**src/rtl/sensor_view_pkg.sv**
```systemverilog
// Shared types and constants for the sensor view scheduler slice.
package sensor_view_pkg;

  typedef enum logic [1:0] {
    IDLE = 2'd0,
    TRIG = 2'd1,
    WAIT = 2'd2,
    GAP  = 2'd3
  } meas_state_t;

  typedef enum logic [1:0] {
    DIST = 2'd0,
    ENC  = 2'd1,
    DIFF = 2'd2,
    NONE = 2'd3
  } view_src_t;

  localparam logic [15:0] TIMEOUT_VALUE = 16'hFFFF;

endpackage

```
**src/rtl/ms_tick_gen.sv**
```systemverilog
// Prescaler producing a one-cycle ms_tick every CLK_HZ/1000 clocks.
module ms_tick_gen #(
  parameter int CLK_HZ = 27_000_000
) (
  input  logic clk,
  input  logic rst_n,
  output logic ms_tick
);

  localparam int DIV = CLK_HZ / 1000;
  localparam int CW  = (DIV > 1) ? $clog2(DIV) : 1;

  logic [CW-1:0] cnt;

  assign ms_tick = (cnt == CW'(DIV - 1));

  // NOTE: sequential state uses non-blocking assignments so every flop samples pre-edge values.
  always_ff @(posedge clk or negedge rst_n) begin
    if (!rst_n)       cnt <= '0;
    else if (ms_tick) cnt <= '0;
    else              cnt <= cnt + 1'b1;
  end

endmodule

```
**src/rtl/sensor_view_scheduler.sv**
```systemverilog
// Distance measurement sequencer and display view arbiter.
// Optional auto-rotate view for mode 11 is built when SENSOR_VIEW_AUTO_ROTATE_EN is defined.
module sensor_view_scheduler
  import sensor_view_pkg::*;
#(
  parameter int CLK_HZ         = 27_000_000,
  parameter int MEAS_PERIOD_MS = 60,
  parameter int TIMEOUT_MS     = 40,
  parameter int DWELL_MS       = 2000
) (
  input  logic        clk,
  input  logic        rst_n,
  input  logic [1:0]  mode_key,
  input  logic        hold_key,
  output logic        meas_start,
  input  logic        meas_done,
  input  logic [15:0] dist_in,
  input  logic [15:0] enc_in,
  output logic [31:0] number,
  output logic [7:0]  dots,
  output logic [7:0]  led_bar,
  output logic [1:0]  src_sel
);

  localparam int CW = 16;
  // Counters hold ticks seen since TRIG, so "reaches N" is the tick that finds N-1.
  localparam logic [CW-1:0] PERIOD_LAST  = CW'(MEAS_PERIOD_MS - 1);
  localparam logic [CW-1:0] TIMEOUT_LAST = CW'(TIMEOUT_MS - 1);

  logic ms_tick;

  ms_tick_gen #(.CLK_HZ(CLK_HZ)) u_tick (
    .clk     (clk),
    .rst_n   (rst_n),
    .ms_tick (ms_tick)
  );

  meas_state_t   state, state_nxt;
  logic [CW-1:0] period_cnt, wait_cnt;
  logic [15:0]   dist_q;
  logic          tmo_flag;
  logic          period_hit, wait_hit;

  assign period_hit = ms_tick && (period_cnt == PERIOD_LAST);
  assign wait_hit   = ms_tick && (wait_cnt == TIMEOUT_LAST);

  // NOTE: every always_comb output gets a default first so no latch is inferred.
  always_comb begin
    state_nxt = state;
    case (state)
      IDLE:    state_nxt = TRIG;
      TRIG:    state_nxt = WAIT;
      WAIT:    if (meas_done || wait_hit) state_nxt = GAP;
      GAP:     if (period_hit) state_nxt = TRIG;
      default: state_nxt = IDLE;
    endcase
  end

  always_ff @(posedge clk or negedge rst_n) begin
    if (!rst_n) begin
      state      <= IDLE;
      meas_start <= 1'b0;
      period_cnt <= '0;
      wait_cnt   <= '0;
      dist_q     <= '0;
      tmo_flag   <= 1'b0;
    end else begin
      state      <= state_nxt;
      meas_start <= (state_nxt == TRIG);
      case (state)
        TRIG: begin
          period_cnt <= {{(CW-1){1'b0}}, ms_tick};
          wait_cnt   <= {{(CW-1){1'b0}}, ms_tick};
        end
        WAIT: begin
          if (ms_tick) begin
            period_cnt <= period_cnt + 1'b1;
            wait_cnt   <= wait_cnt + 1'b1;
          end
          // A done pulse coinciding with the timeout tick takes precedence.
          if (meas_done) begin
            dist_q   <= dist_in;
            tmo_flag <= 1'b0;
          end else if (wait_hit) begin
            dist_q   <= TIMEOUT_VALUE;
            tmo_flag <= 1'b1;
          end
        end
        GAP: if (ms_tick) period_cnt <= period_cnt + 1'b1;
        default: ;
      endcase
    end
  end

`ifdef SENSOR_VIEW_AUTO_ROTATE_EN
  localparam logic [CW-1:0] DWELL_LAST = CW'(DWELL_MS - 1);

  logic [1:0]    rot_idx, mode_q;
  logic [CW-1:0] dwell_cnt;

  always_ff @(posedge clk or negedge rst_n) begin
    if (!rst_n) begin
      mode_q    <= 2'b00;
      rot_idx   <= 2'd0;
      dwell_cnt <= '0;
    end else begin
      mode_q <= mode_key;
      // Outside auto the index parks at 0 so entering auto always starts at the distance view.
      if (mode_key != mode_q || mode_key != 2'b11) begin
        dwell_cnt <= '0;
        if (mode_key != 2'b11) rot_idx <= 2'd0;
      end else if (ms_tick) begin
        if (dwell_cnt == DWELL_LAST) begin
          dwell_cnt <= '0;
          rot_idx   <= (rot_idx == 2'd2) ? 2'd0 : rot_idx + 1'b1;
        end else begin
          dwell_cnt <= dwell_cnt + 1'b1;
        end
      end
    end
  end
`endif

  view_src_t   src;
  logic        auto_mode;
  logic [16:0] diff;
  logic [15:0] sel_val;
  logic [7:0]  bar_val;

  always_comb begin
    auto_mode = 1'b0;
    src       = view_src_t'(mode_key);
    if (mode_key == 2'b11) begin
`ifdef SENSOR_VIEW_AUTO_ROTATE_EN
      auto_mode = 1'b1;
      src       = view_src_t'(rot_idx);
`else
      src       = NONE;
`endif
    end
    diff = {1'b0, dist_q} - {1'b0, enc_in};
    case (src)
      DIST:    sel_val = dist_q;
      ENC:     sel_val = enc_in;
      DIFF:    sel_val = diff[16] ? 16'h0000 : diff[15:0];
      default: sel_val = 16'h0000;
    endcase
    bar_val = (sel_val == 16'h0000) ? 8'h00 : (8'hFF >> (3'd7 - sel_val[15:13]));
  end

  logic hold_q, frozen, frozen_nxt;

  assign frozen_nxt = frozen ^ (hold_key & ~hold_q);

  always_ff @(posedge clk or negedge rst_n) begin
    if (!rst_n) begin
      hold_q  <= 1'b0;
      frozen  <= 1'b0;
      number  <= '0;
      dots    <= '0;
      led_bar <= '0;
      src_sel <= '0;
    end else begin
      hold_q <= hold_key;
      frozen <= frozen_nxt;
      dots   <= {frozen_nxt, tmo_flag, auto_mode, 5'b00000};
      if (!frozen_nxt) begin
        number  <= {14'h0000, src, sel_val};
        led_bar <= bar_val;
        src_sel <= src;
      end
    end
  end

endmodule

```
**config.mk**
```make
export PLATFORM = sky130hd
export DESIGN_NAME = sensor_view_scheduler
export DESIGN_NICKNAME = d
export VERILOG_FILES = /design/src/rtl/sensor_view_pkg.sv /design/src/rtl/ms_tick_gen.sv /design/src/rtl/sensor_view_scheduler.sv
export SDC_FILE = /design/constraint.sdc
export NUM_CORES = 1
export LEC_CHECK = 0
export ABC_CLOCK_PERIOD_IN_PS = 3100
export BUFFER_PORTS_ARGS = -buffer_cell sky130_fd_sc_hd__buf_2
export CAP_MARGIN = 10
export CORE_MARGIN = 8
export CORE_UTILIZATION = 50
export DETAILED_ROUTE_END_ITERATION = 16
export PLACE_DENSITY = 0.72
export SKIP_CTS_REPAIR_TIMING = 1
export SLEW_MARGIN = 20
export SYNTH_ARGS = -nofsm -noshare
export SYNTH_HDL_FRONTEND = slang
export SYNTH_SLANG_ARGS = --single-unit
export TNS_END_PERCENT = 1
```
**constraint.sdc**
```tcl
create_clock -name clk -period 3.1 [get_ports clk]
set_input_delay 0.31 -clock clk [delete_from_list [all_inputs] [get_ports clk]]
set_output_delay 0.31 -clock clk [all_outputs]
set_load 0.02 [all_outputs]
```
==> results of run 1 <==
area by class of cell:
class                      count  share of cell area [%]
clock buffer                  12                    2.67
clock inverter                 4                    1.21
timing repair buffer          79                    6.92
multi-input combinational    458                    45.9
tap                          140                    2.83
sequential                    96                    38.8
inverter                      27                    1.64
worst max-delay path, delay by kind of cell (launching register included):
kind	cells	cell delay (ns)
DFF	1	0.41
and+or+nand+nor	3	0.83
buffers and inverters	2	0.13
adders and majority gates	2	0.50
AOI/OAI and AO/OA	4	0.77
xor gates and xnor gates	1	0.16
synthesized netlist by cell type, types with 5 or more instances:
master | instances | area, um2
nand2_1 | 71 | 267
nand2b_1 | 5 | 31.3
o22a_1 | 16 | 140
buf_4 | 23 | 173
nor2_1 | 62 | 233
nor4_1 | 5 | 31.3
nand3_1 | 31 | 155
o21ai_0 | 47 | 235
nand4_1 | 7 | 43.8
o211ai_1 | 7 | 52.6
a21oi_1 | 32 | 160
and3_1 | 11 | 68.8
o31ai_1 | 7 | 52.6
dfrtp_1 | 96 | 2400
clkbuf_1 | 15 | 56.3
xnor2_1 | 16 | 140
inv_1 | 26 | 97.6
mux2i_1 | 20 | 200
xor2_1 | 17 | 149
a31oi_1 | 6 | 37.5
ha_1 | 20 | 250
logic make-up (layout without fill, tap and decap cells):
logic type	Yosys count	in the layout	share of synthesized area [%]
AO/OA/AOI/OAI	143	143	16.4
XOR/XNOR	33	33	5.26
adder cells (fa/ha/maj)	21	21	4.91
buffers and inverters	69	122	6.46
flip-flops	96	96	43.7
multiplexers	20	20	3.64
other	1	20	0.0682
AND/OR/NAND/NOR	221	221	19.6
registers in the layout (all words and copies together) (netlist names):
signal,count
hold_q,1
tmo_flag,1
number,16
led_bar,8
dots,2
wait_cnt,16
dist_q,16
src_sel,2
period_cnt,16
u_tick.cnt,15
meas_start,1
state,2
per-stage QoR:
stage	cell area [um2]	setup TNS, ns	total power (W)
global route	6190	-0.0360	0.00392
floorplan	5570	0	0.00239
global placement	5910	0	0.00272
CTS	6150	0	0.00370
detailed placement	5910	0	0.00275
finish	6190	0	0.00368
power by group through the flow:
stage	Clock [W]	Combinational (W)	Sequential (W)
2_1_floorplan	0	0.000659	0.00173
3_3_place_gp	0	0.00116	0.00156
3_5_place_dp	0	0.00118	0.00157
4_1_cts	0.000978	0.00119	0.00154
5_1_grt	0.00103	0.00132	0.00157
6_report	0.000949	0.00119	0.00153
final timing paths:
path                                  end  slack, ns
setup / recovery               led_bar[0]       0.16
setup reg to reg               led_bar[0]       0.16
hold / removal                     hold_q       0.07
max in group asynchronous  u_tick.cnt[11]       1.84
min in group asynchronous       dist_q[0]       0.49
hold reg to reg                   dots[6]       0.39
layer usage:
layer,vias to the layer above,global-route usage [%],wire length [um]
met5,-,0,0
met4,0,5.62,185
met3,16,3.86,678
met2,103,31.2,6300
met1,2199,20.9,5410
li1,2225,-,-
==> summary.md, run 1 <==
| Metric | Value |
|---|---|
| CTS sink cnt | between 90 and 100 |
| WHS | roughly 0.067 ns |
| Cells after synthesis | between 600 and 700 |
| DR pass1 iterations | 4 |
| Status | finished clean |
| Combinational share of power | about a third |
| CTS tree | done |
| Area Growth Syn to Fin | 12.5% |
| First-pass GRT wire length | about 22000 um |
| DRC violations left | 0 |
| Top_reg_cell synth | dfrtp_1 |
| Clock root buffer | clkbuf_8 |
| Commonest non-fill, non-tap cell in the layout | dfrtp_1 |
| Max Cap Viol | 0 |
| FF-to-FF path depth | 12 |
| FF/Latch Area | about 0.0024 mm2 |
| CP startpoint | dist_q[0] |
| Fin crit period | 2.94 ns |
| DR vias/cell | about 5.6 |
| Peak VDD IR | 422 uV |
| Final WS setup | roughly 0.16 ns |
| Register area share after synthesis | between 40% and 50% |
| Slowest-stage cell, CP | or4_1 |
| Chip Width | roughly 120 um |
| Clock latency on the worst-skew pair | 0.37 ns |
| Std cell rows | 38 |
| CP Capture Type | register |
| Worst Path Required | roughly 3.3 ns |
| Max_slew headroom | between 50% and 60% |
| Max H-tree Level | 3 |
| Die height | between 100 and 150 um |
| Total GRT Usage | approximately 18% |
| Least-Margin Pin Slew | between 0.6 and 0.7 ns |
| CP Cell Sequence | inv_1, ha_1, inv_1, fa_2, a211oi_2, o21ai_0, xor2_1, or4_1, nor4_2, nand3b_1, o41ai_2, a41oi_1 |
| Pwr Density | 595 mW/mm2 |
| Min-delay worst type | in2reg |
| Ports | 89 |
| Initial drt markers | about 310 |
| Initial antenna violation count | 0 |
| Final Hold Vio Count | 0 |
| Syn_area_per_cell | 9.10 um2 |
| Reg power frac | a little over two fifths |
| Slowest stage delay, CP | roughly 0.5 ns |
| Clock Power Share | approximately 26% |
| Vias in the first global route | between 4000 and 5000 |
| Layout Utilization | approximately 57% |
| Largest net degree at the start of global routing | 48 |
| Grt total ovfl | 0 |
| Hold Crit Start | hold_key |
| Critical path type | reg2reg |
| Unique masters post-synth | slightly below 60 |
| Fillers | between 900 and 1000 |
| Routed Antenna Nets | 0 |
| Commonest non-fill, non-tap cells in the layout | 96 x dfrtp_1, 71 x nand2_1, 67 x buf_2 |
| Tcrit/Tclk final | 95.0% |
| Clock skew | 0.0125 ns |
| Core Box Area | 0.0108 mm2 |
| Mapped cell area | ~0.0055 mm2 |
| Area of the multi-input gates | 0.00284 mm2 |
| Total length of routed wires | approximately 13000 um |
| Ys Warns | 0 |
| Sw frac | 35.5% |
| Clock Pin Slew Worst Setup and Hold Paths | 0.09 ns |
| Crit-path max FO | 3 |
| Non-filler instance count after layout | between 800 and 900 |
| Initial Utilization | about half |
| Worst endpoint data arrival time | roughly 3.2 ns |
| Ant diodes | 0 |
| F_max | roughly 340 MHz |
| EDFF count, synth | 0 |
| Worst flop-to-flop path startpoint | dist_q[0] |
| Die ar. | ~0.015 mm2 |
| Placed cell count | 799 |
| Total CTS buffers | 9 |
| Hpwl dp | 9670 um |
| DR WL/cell | 15.4 um |
| Proportion of layout cells with a drive suffix above 1 | between 10% and 20% |
| P_leak | ~2.9 nW |
| Worst Hold Depth | 1 |
| Critical Path Source Type | register |
| Clock Path Buffers | 2 |
| Flops & latches, synth | 96 |
| Asr flop ratio synth | 100% |
| Internal power | 0.00237 W |
| RePlAce Congestion | between 0.8 and 0.9 |
| Port buffer count | 68 |
| Final number of setup-violating endpoints | 0 |
| CP dominant cell by count | inv_1 |
| Dpl ws | around 0.062 ns |
| Net switching power | between 0.001 and 0.0015 W |
| Vias | between 4000 and 5000 |
| Pins Over Slew Limit | 0 |
| Nets@finish | between 700 and 800 |
No activity file was read; power rests on OpenSTA's default activity.
==> run 2, diff against run 1 <==
--- a/config.mk
+++ b/config.mk
@@ -11,7 +11,8 @@
 export CORE_MARGIN = 8
 export CORE_UTILIZATION = 50
 export DETAILED_ROUTE_END_ITERATION = 16
-export PLACE_DENSITY = 0.72
+export PLACE_DENSITY = 0.7
+export REMOVE_ABC_BUFFERS = 1
 export SKIP_CTS_REPAIR_TIMING = 1
 export SLEW_MARGIN = 20
 export SYNTH_ARGS = -nofsm -noshare
==> run 2 against run 1 <==
  * The run now ends with negative hold slack left
  * Non-clock buffer count decreased by 4
  * Via count shrank 1.1%
  * Fmax rose by 3.0%
  * Count of clock-buffer cells in the layout fell by 2
  * Register-to-register slack gained 0.09 ns
  * Die area is the same
  * Highest routed layer unchanged
==> summary.md, run 2 (synthesis results as in run 1) <==
| Metric | Value |
|---|---|
| Status | finished, violations left |
| Failing checks | negative hold slack |
| Largest net degree at the start of global routing | 89 (+85%) |
| Pwr Density | 592 mW/mm2 (-0.35%) |
| Slowest-stage cell, CP | or4_1 |
| CP Cell Sequence | inv_1, ha_1, inv_1, fa_2, a211oi_2, o21ai_1, xor2_1, or4_1, nor4_2, nand3b_1, o41ai_2, a41oi_1 |
| Total length of routed wires | 12400 um (-1.3%) |
| CTS tree | done |
| RePlAce Congestion | 0.902 (+1.3%) |
| CTS sink cnt | 96 (unchanged) |
| Ports | 89 (unchanged) |
| RSZ-0062 raised after global routing | yes |
| Dpl ws | 0.0906 ns (+0.0288 ns) |
| Critical Path Source Type | register |
| Fin crit period | 2.86 ns (-0.0868 ns) |
| Chip Width | 121 um (unchanged) |
| Final Hold Vio Count | 24 (+24) |
| Min-delay worst type | in2async |
| CP Capture Type | register |
| Hpwl dp | 9320 um (-3.5%) |
| Initial drt markers | 301 (-3.5%) |
| Final WS setup | 0.243 ns (+0.0868 ns) |
| Final number of setup-violating endpoints | 0 (unchanged) |
| Clock Pin Slew Worst Setup and Hold Paths | 0.10 ns (about the same) |
| Slowest stage delay, CP | 0.49 ns (about the same) |
| P_leak | 2.91 nW (-0.69%) |
| Crit-path max FO | 3 (unchanged) |
| Flop2flop setup slack | 0.24 ns (+0.09 ns) |
| Placed cell areas | 0.00589 mm2 (-0.38%) |
| Critical path type | reg2reg |
| Clock skew | 0.0134 ns (+0.000858 ns) |
| Commonest non-fill, non-tap cells in the layout | 96 x dfrtp_1, 71 x nand2_1, 67 x buf_2 |
| Initial Utilization | 51.0% (unchanged) |
| Clock root buffer | clkbuf_8 |
| Area Growth Syn to Fin | 12.0% |
| Std cell rows | 38 (unchanged) |
| Tcrit/Tclk final | 92.2% (-2.8 points) |
| Initial antenna violation count | 0 (unchanged) |
| Clock latency on the worst-skew pair | 0.37 ns (about the same) |
| WHS | -0.0590 ns (-0.126 ns) |
| Setup TNS | 0 ns (unchanged) |
| Post-layout instance area | 0.00616 mm2 (-0.44%) |
| Proportion of layout cells with a drive suffix above 1 | 15.9% (-0.054 points) |
| Grt total ovfl | 0 (unchanged) |
| Ant diodes | 0 (unchanged) |
| Routed Antenna Nets | 0 (unchanged) |
| Max Cap Viol | 0 (unchanged) |
| Clock Path Buffers | 2 (unchanged) |
| WP buf/inv | 2 (unchanged) |
| Die ar. | 0.0146 mm2 (unchanged) |
| F_max | 350 MHz (+3.0%) |
| Total GRT Usage | 17.7% (+0.030 points) |
| First-pass GRT wire length | 21300 um (-1.2%) |
| Max H-tree Level | 3 (unchanged) |
| Least-Margin Pin Slew | 0.788 ns (+0.126 ns) |
| Total CTS buffers | 9 (unchanged) |
| Worst Path Required | 3.34 ns (about the same) |
| Core Box Area | 0.0108 mm2 (unchanged) |
| DRC violations left | 0 (unchanged) |
| DR WL/cell | 15.3 um (-0.79%) |
| Total power | 0.00365 W (-0.80%) |
| DR pass1 iterations | 5 (+1) |
| Delay-heaviest family, CP | simple AND/OR/NAND/NOR gates |
| Commonest non-fill, non-tap cell in the layout | dfrtp_1 |
| Worst endpoint data arrival time | 3.10 ns (-0.07 ns) |
| Die height | 121 um (unchanged) |
| Fillers | 989 (+1.0%) |
| Nets@finish | 726 (-0.55%) |
| Vias | 4493 (-1.1%) |
| Pins Over Slew Limit | 0 (unchanged) |
| Layout Utilization | 57.1% (-0.26 points) |
| DR vias/cell | 5.53 (-0.61%) |
| Port buffer count | 68 (unchanged) |
| Vias in the first global route | 4385 (-5.1%) |
| Max_slew headroom | 47.5% (-8.3 points) |
| CP dominant cell by count | inv_1 |
| Peak VDD IR | 568 uV (+34%) |
[run 2: layer usage]
metal	up-vias	global-route usage, %	wire [um]
li1	2223	-	-
met5	-	0	0
met2	114	27.9	5690
met3	23	3.12	722
met1	2133	23.4	5740
met4	0	7.73	259
[run 2: report_power, final]
group	total, W	switching (W)	internal, W
Combinational	0.00117	0.000766	0.000409
Sequential	0.00153	0.000100	0.00143
Clock	0.000940	0.000461	0.000479
Total	0.00365	0.00133	0.00232
[run 2: cell type report]
cell class              instances  area [um2]  area share (%)
well taps                     140         175            2.84
clock inverters                 6        92.6            1.50
multi-input cells             458        2850            46.3
repair buffers                 75         399            6.48
flip-flops and latches         96        2400            39.0
inverters                      27         101            1.65
clock buffers                  10         138            2.23
[run 2: final timing paths]
path	from	end	cells past startpoint
setup / recovery	dist_q[0]	led_bar[0]	12
hold / removal	rst_n	src_sel[1]	1
setup reg to reg	dist_q[0]	led_bar[0]	12
hold reg to reg	tmo_flag	dots[6]	0
max in group asynchronous	rst_n	dist_q[8]	2
min in group clk	hold_key	hold_q	1
[run 2: per-stage QoR]
step                hold slack [ns]  cells
finish                      -0.0590    812
global route                 0.0306    812
CTS                          0.0467    812
detailed placement            0.364    796
global placement              0.360    796
floorplan                    0.0144    581
==> run 3, diff against run 2 <==
--- a/config.mk
+++ b/config.mk
@@ -8,10 +8,11 @@
 export ABC_CLOCK_PERIOD_IN_PS = 3100
 export BUFFER_PORTS_ARGS = -buffer_cell sky130_fd_sc_hd__buf_2
 export CAP_MARGIN = 10
+export CORE_ASPECT_RATIO = 1.1
 export CORE_MARGIN = 8
 export CORE_UTILIZATION = 50
 export DETAILED_ROUTE_END_ITERATION = 16
-export PLACE_DENSITY = 0.7
+export PLACE_DENSITY_LB_ADDON = 0.3
 export REMOVE_ABC_BUFFERS = 1
 export SKIP_CTS_REPAIR_TIMING = 1
 export SLEW_MARGIN = 20
==> run 3 against run 2 <==
  * Sequential power about the same
  * Wire length increased by 1.9%
  * The run still ends with negative hold slack left
  * Global-route usage increased by 0.45 points
  * Highest routed layer unchanged
  * Cell area increased by 1.4%
  * Die area about the same
  * Largest power group unchanged
  * Non-clock buffer count unchanged
  * Critical endpoint unchanged
  * Register-to-register slack about the same
==> summary.md, run 3 (synthesis results as in run 1) <==
| Metric | Value |
|---|---|
| Die height | 126 um (+4.2%) |
| Pins Over Slew Limit | 0 (unchanged) |
| Die ar. | 0.0146 mm2 (about the same) |
| Met2 routed WL | 6420 um (+13%) |
| CP Capture Type | register |
| First-pass GRT wire length | 21500 um (+1.2%) |
| Vias in the first global route | 4606 (+5.0%) |
| Vias | 4572 (+1.8%) |
| Core Box Area | 0.0108 mm2 (+0.16%) |
| Slowest-stage cell, CP | or4_1 |
| DR WL/cell | 15.4 um (+1.0%) |
| Worst Path Required | 3.31 ns (-0.03 ns) |
| Tcrit/Tclk final | 92.0% (-0.22 points) |
| Commonest non-fill, non-tap cells in the layout | 96 x dfrtp_1, 71 x nand2_1, 67 x buf_2 |
| RePlAce Congestion | 0.948 (+5.1%) |
| Setup TNS | 0 ns (unchanged) |
| Initial antenna violation count | 0 (unchanged) |
| Port buffer count | 68 (unchanged) |
| Max H-tree Level | 3 (unchanged) |
| Grt total ovfl | 0 (unchanged) |
| F_max | 351 MHz (+0.24%) |
| CTS tree | done |
| Commonest non-fill, non-tap cell in the layout | dfrtp_1 |
| Nets@finish | 726 (unchanged) |
| Fillers | 994 (+0.51%) |
| WP buf/inv | 2 (unchanged) |
| Largest net degree at the start of global routing | 86 (-3.4%) |
| Routed Antenna Nets | 0 (unchanged) |
| Crit-path max FO | 3 (unchanged) |
| Metal-1 WL | 5290 um (-7.8%) |
| FF-to-FF path depth | 12 (unchanged) |
| Delay-heaviest family, CP | simple AND/OR/NAND/NOR gates |
| Area Growth Syn to Fin | 13.6% |
| Status | finished, violations left |
| Chip Width | 116 um (-4.0%) |
| CTS sink cnt | 96 (unchanged) |
| Ports | 89 (unchanged) |
| Clock root buffer | clkbuf_16 |
| P_leak | 2.95 nW (+1.4%) |
| Initial Utilization | 50.9% (-0.083 points) |
| Min-delay worst type | in2async |
| DR pass1 iterations | 4 (-1) |
| Placed cell areas | 0.00590 mm2 (+0.15%) |
| Total CTS buffers | 9 (unchanged) |
| Worst endpoint data arrival time | 3.06 ns (-0.04 ns) |
| Critical path type | reg2reg |
| Total GRT Usage | 18.1% (+0.45 points) |
| Clock latency on the worst-skew pair | 0.35 ns (-0.02 ns) |
| Initial drt markers | 214 (-29%) |
| Metal3 WL | 686 um (-5.0%) |
| Hpwl dp | 9550 um (+2.4%) |
| DRC violations left | 0 (unchanged) |
| Clock Pin Slew Worst Setup and Hold Paths | 0.07 ns (-0.03 ns) |
| Clock Path Buffers | 2 (unchanged) |
| Failing checks | negative hold slack |
| RSZ-0062 raised after global routing | no |
| Post-layout instance area | 0.00624 mm2 (+1.4%) |
| WHS | -0.00645 ns (+0.0525 ns) |
| Proportion of layout cells with a drive suffix above 1 | 15.8% (-0.15 points) |
| Clock skew | 0.00635 ns (-0.00701 ns) |
| Total length of routed wires | 12700 um (+1.9%) |
| Slowest stage delay, CP | 0.49 ns (about the same) |
| Layout Utilization | 57.8% (+0.69 points) |
| Final Hold Vio Count | 2 (-92%) |
| DR vias/cell | 5.58 (+0.89%) |
| CP dominant cell by count | inv_1 |
| CP Cell Sequence | inv_1, ha_1, inv_1, fa_2, a211oi_2, o21ai_1, xor2_1, or4_1, nor4_2, nand3b_1, o41ai_2, a41oi_1 |
| Final number of setup-violating endpoints | 0 (unchanged) |
| Max_slew headroom | 49.4% (+1.9 points) |
| Critical Path Source Type | register |
| Fin crit period | 2.85 ns (-0.00682 ns) |
| Critical Path Stages | 12 (unchanged) |
| Peak VDD IR | 400 uV (-30%) |
| Ant diodes | 0 (unchanged) |
| Least-Margin Pin Slew | 0.759 ns (-0.0287 ns) |
| Std cell rows | 40 (+5.3%) |
| Max Cap Viol | 0 (unchanged) |
| DR top layer | met4 |
| Pwr Density | 622 mW/mm2 (+5.0%) |
==> run 3: cell types whose count changed in the layout (fill, tap and decap cells not counted), sizes merged <==
cell and delta:
inv +3, bufinv -1, clkinv -1, clkinvlp -1
==> run 3: final timing paths <==
kind | start | endpoint | slack, ns
setup / recovery | dist_q[0] | led_bar[0] | 0.25
hold / removal | rst_n | number[5] | -0.006
setup reg to reg | dist_q[0] | led_bar[0] | 0.25
hold reg to reg | tmo_flag | dots[6] | 0.38
max in group asynchronous | rst_n | dist_q[4] | 2.43
min in group clk | hold_key | hold_q | 0.09
==> run 3: worst reg2reg max path, stage by stage, from the launching register on <==
cell and delay (ns):
dfrtp_1 0.39, inv_1 0.09, ha_1 0.14, inv_1 0.05, fa_2 0.37, a211oi_2 0.28
o21ai_1 0.10, xor2_1 0.16, or4_1 0.49, nor4_2 0.18, nand3b_1 0.12, o41ai_2 0.20
a41oi_1 0.14
==> run 3: stage by stage <==
| step | instances | total power (W) | setup slack, ns |
|---|---|---|---|
| 2_1_floorplan | 581 | 0.00232 | 0.351 |
| 3_3_place_gp | 803 | 0.00271 | 0.150 |
| 3_5_place_dp | 803 | 0.00274 | 0.0626 |
| 4_1_cts | 819 | 0.00391 | 0.0412 |
| 5_1_grt | 819 | 0.00411 | 0.0168 |
| 6_report | 819 | 0.00389 | 0.249 |
==> run 3: layout make-up <==
type | instances | area, um2 | share of cell area (%)
Sequential cell | 96 | 2400 | 38.5
Clock inverter | 6 | 72.6 | 1.16
Inverter | 27 | 101 | 1.62
Multi-Input combinational cell | 458 | 2850 | 45.6
Timing Repair Buffer | 75 | 399 | 6.39
Tap cell | 147 | 184 | 2.95
Clock buffer | 10 | 239 | 3.83
==> run 3: power breakdown <==
part | switching [W] | internal [W] | leakage, nW
sequential | 0.000101 | 0.00144 | 1.22
clock | 0.000500 | 0.000658 | 0.150
combinational | 0.000775 | 0.000416 | 1.58
total | 0.00138 | 0.00251 | 2.95
==> run 3: per-layer routing <==
| metal | vias to the layer above | GRT usage, % |
|---|---|---|
| met1 | 2216 | 21.7 |
| met5 | - | 0 |
| met2 | 111 | 31.5 |
| met4 | 0 | 7.49 |
| li1 | 2226 | - |
| met3 | 19 | 2.72 |
